### config.mk
export PLATFORM = sky130hd
export DESIGN_NAME = cnn_frame_ctrl
export DESIGN_NICKNAME = d
export VERILOG_FILES = /design/src/rtl/cnn_frame_ctrl.sv
export SDC_FILE = /design/constraint.sdc
export NUM_CORES = 1
export LEC_CHECK = 0
export BUFFER_PORTS_ARGS = -buffer_cell sky130_fd_sc_hd__buf_2
export CAP_MARGIN = 20
export CORE_MARGIN = 10
export CORE_UTILIZATION = 53
export CTS_CLUSTER_DIAMETER = 40
export CTS_CLUSTER_SIZE = 28
export DETAILED_ROUTE_END_ITERATION = 10
export PLACE_DENSITY = 0.83
export SYNTH_ARGS = -nofsm -noshare
export SYNTH_HDL_FRONTEND = slang
export SYNTH_SLANG_ARGS = --single-unit
### constraint.sdc
create_clock -name clk_i -period 3 [get_ports clk_i]
set_clock_uncertainty 0.2 [all_clocks]
set_input_delay 0.3 -clock clk_i [delete_from_list [all_inputs] [get_ports clk_i]]
set_output_delay 0.3 -clock clk_i [all_outputs]
set_load 0.01 [all_outputs]
### src/rtl/cnn_frame_ctrl.sv
// cnn_frame_ctrl: fetches one image frame from memory into the line-buffer pixel
// stream and writes pooled results back through a small result FIFO.
`default_nettype none

module cnn_frame_ctrl #(
    parameter int IMG_W       = 28,
    parameter int IMG_H       = 28,
    parameter int DATA_WIDTH  = 8,
    parameter int ADDR_WIDTH  = 32,
    parameter int OFIFO_DEPTH = 4
) (
    input  logic                  clk_i,
    input  logic                  rst_ni,
    input  logic                  start_i,
    input  logic [ADDR_WIDTH-1:0] in_base_i,
    input  logic [ADDR_WIDTH-1:0] out_base_i,
    output logic                  busy_o,
    output logic                  done_o,
    output logic                  ovf_o,
    output logic                  mem_req_o,
    output logic                  mem_we_o,
    output logic [ADDR_WIDTH-1:0] mem_addr_o,
    output logic [DATA_WIDTH-1:0] mem_wdata_o,
    input  logic                  mem_gnt_i,
    input  logic                  mem_rvalid_i,
    input  logic [DATA_WIDTH-1:0] mem_rdata_i,
    output logic                  pix_valid_o,
    output logic [DATA_WIDTH-1:0] pix_data_o,
    input  logic                  res_valid_i,
    input  logic [DATA_WIDTH-1:0] res_data_i
);

    localparam int NPIX = IMG_W * IMG_H;
    localparam int NRES = ((IMG_W - 2) / 2) * ((IMG_H - 2) / 2);
    localparam int PCW  = $clog2(NPIX + 1);
    localparam int FAW  = $clog2(OFIFO_DEPTH);
    localparam int FCW  = FAW + 1;

    localparam logic [PCW-1:0]        c_NPIX   = PCW'(NPIX);
    localparam logic [FCW-1:0]        c_FDEPTH = FCW'(OFIFO_DEPTH);
    localparam logic [ADDR_WIDTH-1:0] c_NRES   = ADDR_WIDTH'(NRES);

    typedef enum logic [1:0] {
        S_IDLE   = 2'd0,
        S_RUN    = 2'd1,
        S_DRAIN  = 2'd2,
        S_FINISH = 2'd3
    } state_t;

    state_t                r_state;
    logic [ADDR_WIDTH-1:0] r_in_base;
    logic [ADDR_WIDTH-1:0] r_out_base;
    logic [PCW-1:0]        r_rd_cnt;
    logic [PCW-1:0]        r_rv_cnt;
    logic [ADDR_WIDTH-1:0] r_wr_cnt;
    logic                  r_req;
    logic                  r_we;
    logic [ADDR_WIDTH-1:0] r_addr;
    logic [DATA_WIDTH-1:0] r_wdata;
    logic                  r_rd_pend;
    logic                  r_pix_valid;
    logic [DATA_WIDTH-1:0] r_pix_data;
    logic                  r_busy;
    logic                  r_done;
    logic                  r_ovf;
    logic [DATA_WIDTH-1:0] r_fifo [OFIFO_DEPTH];
    logic [FAW-1:0]        r_wptr;
    logic [FAW-1:0]        r_rptr;
    logic [FCW-1:0]        r_fcnt;

    logic w_active, w_empty, w_full, w_pop, w_push, w_rv, w_fin, w_idle_bus;

    assign w_active   = (r_state == S_RUN) || (r_state == S_DRAIN);
    assign w_empty    = (r_fcnt == '0);
    assign w_full     = (r_fcnt == c_FDEPTH);
    assign w_pop      = r_req && r_we && mem_gnt_i;
    assign w_push     = res_valid_i && w_active && (!w_full || w_pop);
    assign w_rv       = r_rd_pend && mem_rvalid_i;
    assign w_fin      = (r_state == S_DRAIN) && !r_req && (r_wr_cnt >= c_NRES);
    // The bus is free only with nothing held and no read in flight; the final
    // DRAIN cycle must not launch a request that would outlive the frame.
    assign w_idle_bus = w_active && !r_req && !r_rd_pend && !w_fin;

    always_ff @(posedge clk_i) begin
        if (w_push) begin
            r_fifo[r_wptr] <= res_data_i;
        end
    end

    always_ff @(posedge clk_i or negedge rst_ni) begin
        if (!rst_ni) begin
            r_state     <= S_IDLE;
            r_in_base   <= '0;
            r_out_base  <= '0;
            r_rd_cnt    <= '0;
            r_rv_cnt    <= '0;
            r_wr_cnt    <= '0;
            r_req       <= 1'b0;
            r_we        <= 1'b0;
            r_addr      <= '0;
            r_wdata     <= '0;
            r_rd_pend   <= 1'b0;
            r_pix_valid <= 1'b0;
            r_pix_data  <= '0;
            r_busy      <= 1'b0;
            r_done      <= 1'b0;
            r_ovf       <= 1'b0;
            r_wptr      <= '0;
            r_rptr      <= '0;
            r_fcnt      <= '0;
        end else begin
            r_pix_valid <= w_rv;
            if (w_rv) begin
                r_pix_data <= mem_rdata_i;
                r_rd_pend  <= 1'b0;
                r_rv_cnt   <= r_rv_cnt + PCW'(1);
            end

            if (w_push) r_wptr <= r_wptr + FAW'(1);
            if (w_pop)  r_rptr <= r_rptr + FAW'(1);
            case ({w_push, w_pop})
                2'b10:   r_fcnt <= r_fcnt + FCW'(1);
                2'b01:   r_fcnt <= r_fcnt - FCW'(1);
                default: r_fcnt <= r_fcnt;
            endcase
            if (res_valid_i && w_active && w_full && !w_pop) begin
                r_ovf <= 1'b1;
            end

            // Pending results always win the bus so the FIFO drains first.
            if (r_req && mem_gnt_i) begin
                r_req <= 1'b0;
                r_we  <= 1'b0;
                if (r_we) begin
                    r_wr_cnt <= r_wr_cnt + ADDR_WIDTH'(1);
                end else begin
                    r_rd_pend <= 1'b1;
                end
            end else if (w_idle_bus) begin
                if (!w_empty) begin
                    r_req   <= 1'b1;
                    r_we    <= 1'b1;
                    r_addr  <= r_out_base + r_wr_cnt;
                    r_wdata <= r_fifo[r_rptr];
                end else if ((r_rd_cnt != c_NPIX) && !w_full) begin
                    r_req    <= 1'b1;
                    r_we     <= 1'b0;
                    r_addr   <= r_in_base + ADDR_WIDTH'(r_rd_cnt);
                    r_rd_cnt <= r_rd_cnt + PCW'(1);
                end
            end

            case (r_state)
                S_IDLE: begin
                    if (start_i) begin
                        r_in_base  <= in_base_i;
                        r_out_base <= out_base_i;
                        r_rd_cnt   <= '0;
                        r_rv_cnt   <= '0;
                        r_wr_cnt   <= '0;
                        r_ovf      <= 1'b0;
                        r_wptr     <= '0;
                        r_rptr     <= '0;
                        r_fcnt     <= '0;
                        r_busy     <= 1'b1;
                        r_state    <= S_RUN;
                    end
                end
                S_RUN: begin
                    if (w_rv && (r_rv_cnt == c_NPIX - PCW'(1))) begin
                        r_state <= S_DRAIN;
                    end
                end
                S_DRAIN: begin
                    if (w_fin) begin
                        r_busy  <= 1'b0;
                        r_done  <= 1'b1;
                        r_state <= S_FINISH;
                    end
                end
                default: begin
                    r_done  <= 1'b0;
                    r_state <= S_IDLE;
                end
            endcase
        end
    end

    assign busy_o      = r_busy;
    assign done_o      = r_done;
    assign ovf_o       = r_ovf;
    assign mem_req_o   = r_req;
    assign mem_we_o    = r_we;
    assign mem_addr_o  = r_addr;
    assign mem_wdata_o = r_wdata;
    assign pix_valid_o = r_pix_valid;
    assign pix_data_o  = r_pix_data;

endmodule

`default_nettype wire

After elaboration in Yosys (flattened, before gate mapping) --
Memory sizes are Yosys's and may differ from the RTL's. A register that Yosys moved wholly into a read port is not among the register bits. Index checks and enable logic that the tools add are counted.
Operators by class: add/subtract/negate cells 9, order comparisons 1, eq/ne operators 12, mux-type cells 49, bitwise operators 3, reduce and logical (&&, ||, !) cells 35
Operators by type and width (count):
- $mux 32 | 6
- $mux 10 | 9
- $add 32x1->32 const B | 1
- $add 32x10->32 | 1
- $add 32x32->32 | 1
- $ge 32x8->1 const B | 1
- $add 10x1->10 const B | 2
- $mux 1 | 19
- $mux 2 | 9
- $logic_and 1x1->1 | 15
- $reduce_and 3->1 | 4
- $eq 10x10->1 const B | 1
- $ne 10x10->1 const B | 1
- $logic_not 1->1 | 6
- $mux 3 | 2
- $pmux 2 s3 | 1
- $pmux 3 s2 | 1
- $reduce_and 2->1 | 3
- $add 2x1->2 const B | 2
- $eq 2x1->1 const B | 2
- $eq 2x2->1 const B | 2
- $ne 2x1->1 const B | 2
- $ne 2x2->1 const B | 2
- $pmux 1 s2 | 2
- other kinds (10) | 14
Word-level totals: register bits after elaboration 172, RAM bits 32, input bits 86, output and inout port bits 54, word-level logic and storage cells 128, memories kept 1
Memory list:
- r_fifo | words 4, bits a word 8, read ports 1, clocked after Yosys merged registers in 1, write ports 1, line 66 | logic [DATA_WIDTH-1:0] r_fifo [OFIFO_DEPTH];

Longest topological paths before layout --
Gate-level depths: netlist of run 1.
depth in word-level cells 9, depth in mapped cells 11, mapped depth without buffers 11

Worst setup path before layout of run 1 --
No wires, ideal clock.
path type register to register, start point reg r_rd_cnt[0], end point reg r_addr[30] (netlist: mem_addr_o[30]), library setup time 0.141 ns, arrival 2.448 ns, data required time 2.659 ns, path slack 0.211 ns, cell stages (with the launch flop) 12, path buffers 0, clock period less this slack 2.789 ns, path through dfrtp_1 > ha_1 > inv_1 > fa_1 > nand2b_1 > a21oi_1 > o21a_1 > o21ai_2 > a2111oi_0 > xor2_1 > o21ai_0 > a31oi_1
Between the ends: cells in the longest elaborated chain, start to end 4, elaborated cells between the ends (all ways) 7, classes of those cells add/sub: 1; eq/ne: 2; mux: 2; reduce/logical: 2
Ends and longest elaborated chain:
- from (decl) | line 53 | logic [PCW-1:0] r_rd_cnt;
- from (signal assigned) | line 149 | r_rd_cnt <= r_rd_cnt + PCW'(1);
- parallel branches: the longest is 4 deep, another holds $add 32x10->32
- to (signal assigned) | line 143 | r_addr <= r_out_base + r_wr_cnt;
- to (signal assigned) | line 148 | r_addr <= r_in_base + ADDR_WIDTH'(r_rd_cnt);
- to (decl) | line 58 | logic [ADDR_WIDTH-1:0] r_addr;
Several ways; the timed one is not identified. The select of a mux whose other input is x is not followed. A chain may end at the register's enable or synchronous reset.

Worst setup path in the final report of run 1 --
start point reg r_rd_cnt[1], end point reg r_addr[29] (netlist: mem_addr_o[29])
The elaborated chain is that of the path after synthesis.

==> flow_summary.toml, run 1 <==
[layout]
multi_input_comb_area_um2 = 5890
drive_above_1_share = 0.248
fin_nets = 1516
layout_filler_cell_count = 1496
regArea_um2 = 5470
area.growth.synth_to_final_pct = 29.5

[synthesis]
syn_area_per_cell_um2 = 10.3
synth_edf_count = 32
seq_area_frac_synth = 0.474
synthFlopType = "dfrtp_1"
synth_fp_nets = 1266
post_synth_inst_count = 1121
synth-warning-count = 0
synth.cell_area_um2 = 11500
yosysUniqueCellTypes = 69
asyncSetResetFlopFracSynth = 0.849
yosys_register_bits = 212

[sta]
worst_slack_ps = -17.5
timing.final.hold_violations = 0
fin_crit_ps = 3020
max_frequency_ghz = 0.331
rsz_0062_raised_after_global_routing = "true"
fin_setup_tns_ps = -17.5
relSlewSlack = 0.612
worst-slew-pin-transition_ps = 581
report.final.slew_viol_count = 0
finalSetupViolations = 1
final_min_period_over_clock_period = 1.01

[placed_design]
dp_hpwl_um = 22300
gp_congestion = 0.921
port_buffers = 139

[pwr]
p_total_mw = 14.6
power_per_cell_area_nw_per_um2 = 979
pwr-share-seq = 0.328
power_frac_clock = 0.285
power_report.internal_total_mw = 9.00
total_net_switching_power_mw = 5.60
switching_portion_of_total_power = 0.384
static-leakage-power_nw = 6.63
pwr-share-comb = 0.387
vdd_drop_max_mv = 0.534

[worst_setup_path]
timing.critical_path.fanout_max = 5
cp_slowest_stage_delay_ps = 510
worst_ep_arrival_time_ps = 3220
crit_chain = "ha_1 -> a211oi_1 -> o211ai_1 -> a311oi_2 -> or2_4 -> nor3_2 -> mux2i_1 -> o22ai_1 -> a211oi_1"
regToRegStartpoint = "r_rd_cnt[1]$_DFF_PN0_"
setup.worst_path.end_class = "flop"
path_class = "reg -> reg"
crit_top_cell = "a211oi_1"
crit_path_top_delay_cell = "a311oi_2"
startpoint_type = "flop"
timing.critical_path.required_ps = 3210
critical_path.top_delay_family = "compound AO/OA/AOI/OAI gates"
cp-startpoint = "r_rd_cnt[1]$_DFF_PN0_"
cp_num_buf_inv = 0

[cts]
cts-htree-levels = 2
clock_latency_ps = 520
cts.path.max_buffers = 3
cts.sinks = 212
cts.clk_slew.worst_paths_ps = 50
clockRootBuffer = "clkbuf_16"
tritoncts.num_buffers = 36
cts_tree = "done"

[route]
detail_route.wl_per_cell_um = 19.2
initialDrtViolationCount = 799
vias = 9707
drc_errors = 0
antenna_left = 0
totalWireLength_um = 32100
drt-vias-per-instance = 5.80
drt_pass1_iterations = 5

[grt]
global_route_usage_over_all_layers = 0.220
grt_pass1_vias = 9950
grt_pass1_wl_um = 51200
grt_max_degree = 61
grt_use_met1 = 0.273
grt.busiest_layer = "met2"
globalRouteMet2Util = 0.358
global_route.overflow_total = 0
number_of_antenna_violations_at_the_first_check_in_global_routing = 1
grt.met3_usage = 0.0492

[die]
starting_utilization_of_the_core_area = 0.543
pin_count = 140
core_um2 = 21200
fp.dieArea_um2 = 28000
die_h_um = 167
fp-row-count = 53
dieWidth_um = 167

[outcome]
failed_checks = "negative setup slack"
outcome = "finished with violations"

[min_path]
worst_hold_path_type = "in -> async"

[job]
maxCapViolations = 0
## what timing repair did
action                     4_1_cts  5_1_grt
setup endpoints to repair        2       34
pin swaps                        0        8
resized for setup                1       28
hold endpoints to repair       165        0
hold buffers                    86        0
setup buffers                    0        3
## registers in the layout, indices dropped and copies added, names as in the netlist
register     count
r_rd_cnt        10
r_state          2
r_rv_cnt        10
r_in_base       32
r_wptr           2
r_out_base      32
r_rd_pend        1
mem_wdata_o      8
r_rptr           2
r_wr_cnt        32
mem_addr_o      32
ovf_o            1
r_fcnt           3
busy_o           1
pix_data_o       8
mem_we_o         1
pix_valid_o      1
r_fifo          32
done_o           1
mem_req_o        1
## layout by cell type, fill, tap and decap left out, drive strengths merged, types with 7 or more instances in the layout
cell and instances:
a211oi 7, a21oi 66, a31oi 9, and2 11
and3 24, buf 168, clkbuf 43, clkinv 10
dfrtp 180, dlygate4sd3 86, edfxtp 32, ha 56
inv 41, mux2 70, mux4 8, nand2 125
nand3 24, nand4 19, nor2 111, nor2b 10
nor3 17, nor4 13, o21a 8, o21ai 67
or3 12, xnor2 52, xor2 41
## stage by stage
stage	instance area [um2]	cells	setup slack, ps	hold slack, ps	util
5_1_grt	14900	1675	-101	192	0.703
6_report	14900	1675	-17.5	149	0.703
3_3_place_gp	12700	1519	148	117	0.597
3_5_place_dp	12700	1519	67.4	120	0.597
2_1_floorplan	11500	1121	211	-196	-
4_1_cts	14800	1671	7.14	156	0.696
## worst paths after layout
path                                              endpoint  slack, ps  cells after the start
worst min-delay path              r_in_base[5]$_DFFE_PN0P_        150                      2
worst max register to register  mem_addr_o[29]$_DFFE_PN0P_        -20                      9
worst min register to register  mem_addr_o[13]$_DFFE_PN0P_        260                      2
worst max-delay path            mem_addr_o[29]$_DFFE_PN0P_        -20                      9
min in group clk_i              mem_addr_o[13]$_DFFE_PN0P_        260                      2
max in group asynchronous         r_in_base[0]$_DFFE_PN0P_       1730                      3
## layout make-up
class,instances,share of cell area
Antenna cell,1,0.000168
Clock buffer,43,0.0663
Clock inverter,23,0.0168
Inverter,33,0.00830
Multi-Input combinational cell,834,0.394
Sequential cell,212,0.366
Tap cell,275,0.0231
Timing Repair Buffer,254,0.125
## power groups by stage
| stage | sequential [mW] | clock (mW) | combinational (mW) |
|---|---|---|---|
| global placement | 4.73 | 0 | 5.12 |
| global route | 4.87 | 4.35 | 6.16 |
| floorplan | 4.60 | 0 | 3.53 |
| finish | 4.79 | 4.17 | 5.65 |
| CTS | 4.75 | 4.22 | 5.45 |
| detailed placement | 4.78 | 0 | 5.27 |
## layer usage
layer | part of all wire | up-vias
li1 | - | 4503
met1 | 0.40 | 4707
met2 | 0.49 | 412
met3 | 0.077 | 85
met4 | 0.037 | 0
met5 | 0 | -
## cell usage after synthesis, types with 9 or more instances
master	count	area share
a21oi_1	64	0.028
a31oi_1	9	0.0049
and2_1	11	0.0060
and3_1	24	0.013
clkbuf_1	29	0.0094
dfrtp_1	180	0.39
edfxtp_1	32	0.083
ha_1	56	0.061
inv_1	33	0.011
mux2_2	70	0.068
nand2_1	125	0.041
nand3_1	24	0.010
nand4_1	19	0.010
nor2_1	111	0.036
nor2b_1	10	0.0054
nor3_1	17	0.0074
nor4_1	9	0.0049
o21ai_0	61	0.026
or3_1	12	0.0065
xnor2_1	52	0.040
xor2_1	41	0.031
## kinds of logic (layout without fill, tap and decap cells)
kind of cell	Yosys count	in the layout	share of synthesized area
AND/OR/NAND/NOR	394	394	0.165
flip-flops	212	212	0.474
AO/OA/AOI/OAI	206	206	0.110
XOR/XNOR	93	93	0.0707
multiplexers	82	82	0.0875
buffers and inverters	75	353	0.0257
adder cells (fa/ha/maj)	59	59	0.0660
other	0	1	0
Note: power is estimated with default switching activity, not from simulation.
==> run 2, diff against run 1 <==
ABC_AREA = 1   (was unset)
CORE_UTILIZATION = 54   (was 53)
SKIP_LAST_GASP = 1   (was unset)
==> flow_summary.toml, run 2 <==
[die]
pin_count = 140
starting_utilization_of_the_core_area = 0.548
dieWidth_um = 177
die_h_um = 177
core_um2 = 24300
fp.dieArea_um2 = 31400
fp-row-count = 57

[synthesis]
yosysTopAreaCellShare = 0.338
yosys-top-cells-area = "dfrtp_1 (34%), nand2_1 (20%), inv_1 (7.5%), edfxtp_1 (7.2%), ha_1 (5.3%)"
synth_fp_nets = 2072
post_synth_inst_count = 1927
seq_area_frac_synth = 0.410
yosys_register_bits = 212
synth_edf_count = 32
yosysUniqueCellTypes = 43
asyncSetResetFlopFracSynth = 0.849
syn_area_per_cell_um2 = 6.92
post-synth-top-count-cell = "nand2_1"
synth_top_cells_by_count = "nand2_1 (723), inv_1 (266), dfrtp_1 (180)"
synth.largest_area_cell = "dfrtp_1"
synthFlopType = "dfrtp_1"
synth.cell_area_um2 = 13300
synth-warning-count = 0

[sta]
max_frequency_ghz = 0.379
final_min_period_over_clock_period = 0.880
worst_slack_ps = 360
report.final.slew_viol_count = 0
timing.final.hold_violations = 0
fin_setup_tns_ps = 0
rsz_0062_raised_after_global_routing = "false"
finalSetupViolations = 0
fin_crit_ps = 2640
relSlewSlack = 0.441
worst-slew-pin-transition_ps = 839

[grt]
grt_pass1_wl_um = 66700
grt_pass1_vias = 13100
grt_max_degree = 77
global_route.overflow_total = 0
global_route_usage_over_all_layers = 0.259
number_of_antenna_violations_at_the_first_check_in_global_routing = 0

[job]
maxCapViolations = 0

[min_path]
worst_hold_path_type = "in -> async"

[route]
drt_pass1_iterations = 5
drc_errors = 0
antenna_left = 0
vias = 13400
drt-vias-per-instance = 5.30
detail_route.wl_per_cell_um = 16.2
initialDrtViolationCount = 1082
totalWireLength_um = 40900

[cts]
cts.sinks = 212
clockRootBuffer = "clkbuf_16"
cts.clk_slew.worst_paths_ps = 70
cts-htree-levels = 2
cts_tree = "done"
clock_latency_ps = 520
cts.path.max_buffers = 3
tritoncts.num_buffers = 35

[layout]
finalInstanceArea_um2 = 16500
highest_count_cells_in_the_layout_ignoring_fill_and_taps = "nand2_1 (722), inv_1 (266), dfrtp_1 (180)"
mostFrequentLayoutCell = "nand2_1"
drive_above_1_share = 0.111
post_route_core_utilization = 0.677
area.growth.synth_to_final_pct = 23.4
fin_nets = 2314
insertedDiodeCount = 0
layout_filler_cell_count = 2036

[outcome]
outcome = "finished clean"

[placed_design]
dp_hpwl_um = 29200
detailedPlace.worstSlack_ps = 371
cell_area_after_placement_um2 = 14400
port_buffers = 139
gp_congestion = 1.00

[worst_setup_path]
setup.worst_path.end_class = "flop"
timing.critical_path.required_ps = 3250
path_class = "reg -> reg"
timing.critical_path.fanout_max = 7
worst_ep_arrival_time_ps = 2890
startpoint_type = "flop"

[pwr]
power_per_cell_area_nw_per_um2 = 896
static-leakage-power_nw = 8.86
vdd_drop_max_mv = 0.558
==> run 2: cell count changes in the layout (fill, tap and decap cells not counted), sizes merged, moves of 20 or more <==
cell   before  now
xnor2      52    6
xor2       41   21
nand2     125  731
mux2       70    0
o21ai      67   89
nor2      111  182
and3       24    1
inv        41  275
nand3      24  132
==> run 2: worst max-delay path, cell delays in order, from the launching register on <==
cell and delay, ps:
dfrtp_1 400, inv_1 90, ha_1 330, nand2_1 70, nor2_1 180, inv_1 160, ha_1 250, fa_1 390
a21oi_1 130, o21a_1 150, o21ai_0 80, a21oi_1 150
==> run 2: per-layer routing <==
layer	share of wire	track usage	routed length (um)
met1	0.42	0.333	17200
met2	0.47	0.425	19200
met3	0.077	0.0484	3140
met4	0.034	0.101	1390
met5	0	0	0
==> run 2: area by class of cell <==
| type | instances | area (um2) | share of cell area |
|---|---|---|---|
| timing repair buffer | 245 | 1750 | 0.106 |
| multi-input combinational | 1404 | 6660 | 0.405 |
| clock buffer | 43 | 957 | 0.0582 |
| inverter | 271 | 1020 | 0.0619 |
| tap | 324 | 405 | 0.0246 |
| clock inverter | 20 | 200 | 0.0122 |
| sequential | 212 | 5470 | 0.332 |
==> run 2: final timing paths <==
kind | cells after the start | slack (ps) | to | from
max | 11 | 360 | r_fcnt[2]$_DFF_PN0_ | r_state[0]$_DFFE_PN0P_
min | 2 | 110 | mem_addr_o[22]$_DFFE_PN0P_ | rst_ni
max reg2reg | 11 | 360 | r_fcnt[2]$_DFF_PN0_ | r_state[0]$_DFFE_PN0P_
min reg2reg | 2 | 270 | mem_addr_o[17]$_DFFE_PN0P_ | mem_addr_o[17]$_DFFE_PN0P_
max in group asynchronous | 3 | 1760 | r_out_base[3]$_DFFE_PN0P_ | rst_ni
min in group clk_i | 2 | 270 | mem_addr_o[17]$_DFFE_PN0P_ | mem_addr_o[17]$_DFFE_PN0P_
==> run 2: metrics by stage <==
stage	total power, mW	hold slack [ps]	cells
floorplan	8.57	-196	1927
global placement	10.4	83.3	2370
detailed placement	10.6	78.6	2370
CTS	14.7	140	2519
global route	15.8	188	2519
finish	14.7	115	2519
==> run 2: cells by family after synthesis <==
kind of cell | count (synthesis) | synth area share
DFF | 212 | 0.410
and+or+nand+nor | 1110 | 0.340
AOI/OAI and AO/OA | 208 | 0.0840
buffers and inverters | 311 | 0.0909
xor gates and xnor gates | 27 | 0.0177
adders and majority gates | 59 | 0.0571
==> run 2: where the power goes <==
part | total, mW | switching (mW) | internal [mW]
registers | 4.82 | 0.914 | 3.91
logic | 6.01 | 3.95 | 2.07
clock network | 3.91 | 1.50 | 2.41
==> run 2: timing repair <==
item	CTS	global route
hold buffers	86	0
hold endpoints to repair	232	0
buffers inserted	0	0
gates resized for setup	0	0
setup endpoints to repair	0	0
==> run 3, diff against run 2 <==
CORE_UTILIZATION = 55   (was 54)
PLACE_DENSITY = 0.81   (was 0.83)
clock period = 3.3 ns   (was 3 ns; I/O delays follow)
==> flow_summary.toml, run 3 (synthesis gave the netlist of run 2 again) <==
[die]
dieWidth_um = 176
fp-row-count = 56
core_um2 = 23700
pin_count = 140
die_h_um = 176
starting_utilization_of_the_core_area = 0.563
fp.dieArea_um2 = 30900

[grt]
global_route.overflow_total = 0
grt_pass1_vias = 12800
number_of_antenna_violations_at_the_first_check_in_global_routing = 0
grt_max_degree = 77
grt_pass1_wl_um = 64400
global_route_usage_over_all_layers = 0.250

[worst_setup_path]
critical_path.top_delay_family = "buffers and inverters"
setup.worst_path.end_class = "flop"
worst_ep_arrival_time_ps = 3070
startpoint_type = "input port"
timing.critical_path.fanout_max = 11
crit_chain = "dlygate4sd3_1 -> buf_2 -> nand2_2 -> inv_2 -> nand2_2 -> clkinv_1 -> nor2_1 -> nor2_1 -> inv_1 -> ha_1 -> fa_1 -> o21ai_0 -> nor2_1"
cp_slowest_stage_delay_ps = 540
path_class = "in -> reg"
crit_path_top_delay_cell = "dlygate4sd3_1"
timing.critical_path.required_ps = 3510
cp_num_buf_inv = 5
crit_top_cell = "nor2_1"

[layout]
fin_nets = 2304
insertedDiodeCount = 0
drive_above_1_share = 0.104
mostFrequentLayoutCell = "nand2_1"
area.growth.synth_to_final_pct = 22.4
highest_count_cells_in_the_layout_ignoring_fill_and_taps = "nand2_1 (722), inv_1 (266), dfrtp_1 (180)"
layout_filler_cell_count = 2012

[sta]
timing.final.hold_violations = 0
report.final.slew_viol_count = 0
rsz_0062_raised_after_global_routing = "false"
finalSetupViolations = 0
fin_setup_tns_ps = 0
fin_crit_ps = 2860
timing.hold.ws_ps = 69.2
relSlewSlack = 0.468
worst-slew-pin-transition_ps = 798
final_min_period_over_clock_period = 0.868
max_frequency_ghz = 0.349

[cts]
clockRootBuffer = "clkbuf_16"
cts.path.max_buffers = 3
tritoncts.num_buffers = 34
cts_tree = "done"
clock_latency_ps = 520
cts-htree-levels = 2
cts_setup_buffers = 0
cts.clk_slew.worst_paths_ps = 60
cts.sinks = 212

[route]
drt-vias-per-instance = 5.29
totalWireLength_um = 39000
drc_errors = 0
detail_route.wl_per_cell_um = 15.6
antenna_left = 0
vias = 13200
initialDrtViolationCount = 1130
drt_pass1_iterations = 5

[pwr]
static-leakage-power_nw = 8.79
power_per_cell_area_nw_per_um2 = 807
vdd_drop_max_mv = 0.541

[placed_design]
port_buffers = 139
gp_congestion = 0.964
dp_hpwl_um = 28100

[job]
maxCapViolations = 0

[outcome]
outcome = "finished clean"

[min_path]
worst_hold_path_type = "in -> async"
[run 3: changes by cell type in the layout (fill, tap and decap cells not counted), sizes merged]
| cell | previous run | this run |
|---|---|---|
| clkbuf | 43 | 44 |
| clkinvlp | 4 | 1 |
| clkinv | 11 | 13 |
| inv | 275 | 272 |
| buf | 159 | 150 |
| bufinv | 1 | 2 |
[run 3: final cells by class]
| class | instances | area [um2] | area share |
|---|---|---|---|
| Inverter | 271 | 1020 | 0.0624 |
| Timing Repair Buffer | 236 | 1660 | 0.102 |
| Multi-Input combinational cell | 1404 | 6660 | 0.408 |
| Tap cell | 319 | 399 | 0.0245 |
| Clock inverter | 17 | 184 | 0.0113 |
| Clock buffer | 44 | 940 | 0.0576 |
| Sequential cell | 212 | 5470 | 0.335 |
[run 3: where the power goes]
part	internal, mW	switching (mW)	leakage, nW
clock network	2.19	1.31	0.548
registers	3.56	0.812	2.60
logic	1.82	3.49	5.65
total	7.57	5.61	8.79
[run 3: metrics by stage]
step,util,setup WS [ps],cell area [um2],cells,power [mW]
after floorplan,-,775,13300,1927,7.79
after global placement,0.605,603,14300,2356,9.33
after detailed placement,0.605,528,14300,2356,9.48
after CTS,0.689,436,16300,2503,13.1
after global routing,0.689,185,16300,2503,14.1
final,0.689,435,16300,2503,13.2
[run 3: final timing paths]
path	start	endpoint	slack [ps]	cells after the start
max reg2reg	mem_req_o$_DFFE_PN0P_	r_fcnt[1]$_DFF_PN0_	490	11
max	mem_gnt_i	r_fcnt[1]$_DFF_PN0_	440	13
min reg2reg	mem_wdata_o[0]$_DFFE_PN0P_	mem_wdata_o[0]$_DFFE_PN0P_	270	2
max in group asynchronous	rst_ni	r_wr_cnt[22]$_DFF_PN0_	1960	3
min	rst_ni	r_in_base[29]$_DFFE_PN0P_	70	2
min in group clk_i	mem_wdata_o[0]$_DFFE_PN0P_	mem_wdata_o[0]$_DFFE_PN0P_	270	2
[run 3: worst register-to-register path: stages, from the launching register on]
cell and delay [ps]:
dfrtp_1 420, nand2_2 120, inv_2 50, nand2_2 230, clkinv_1 300, nor2_1 220, nor2_1 90, inv_1 170
ha_1 240, fa_1 420, o21ai_0 190, nor2_1 70
[run 3: metal layers]
layer,track usage,vias up,wire length (um)
met5,0,-,0
met4,0.0851,0,1180
met3,0.0390,78,2640
met2,0.414,517,18300
met1,0.328,6102,17000
li1,-,6540,-
[run 3: timing repair]
| item | in CTS | in global routing |
|---|---|---|
| gates resized for setup | 0 | 0 |
| hold buffers | 86 | 0 |
| endpoints found under the hold margin | 220 | 0 |
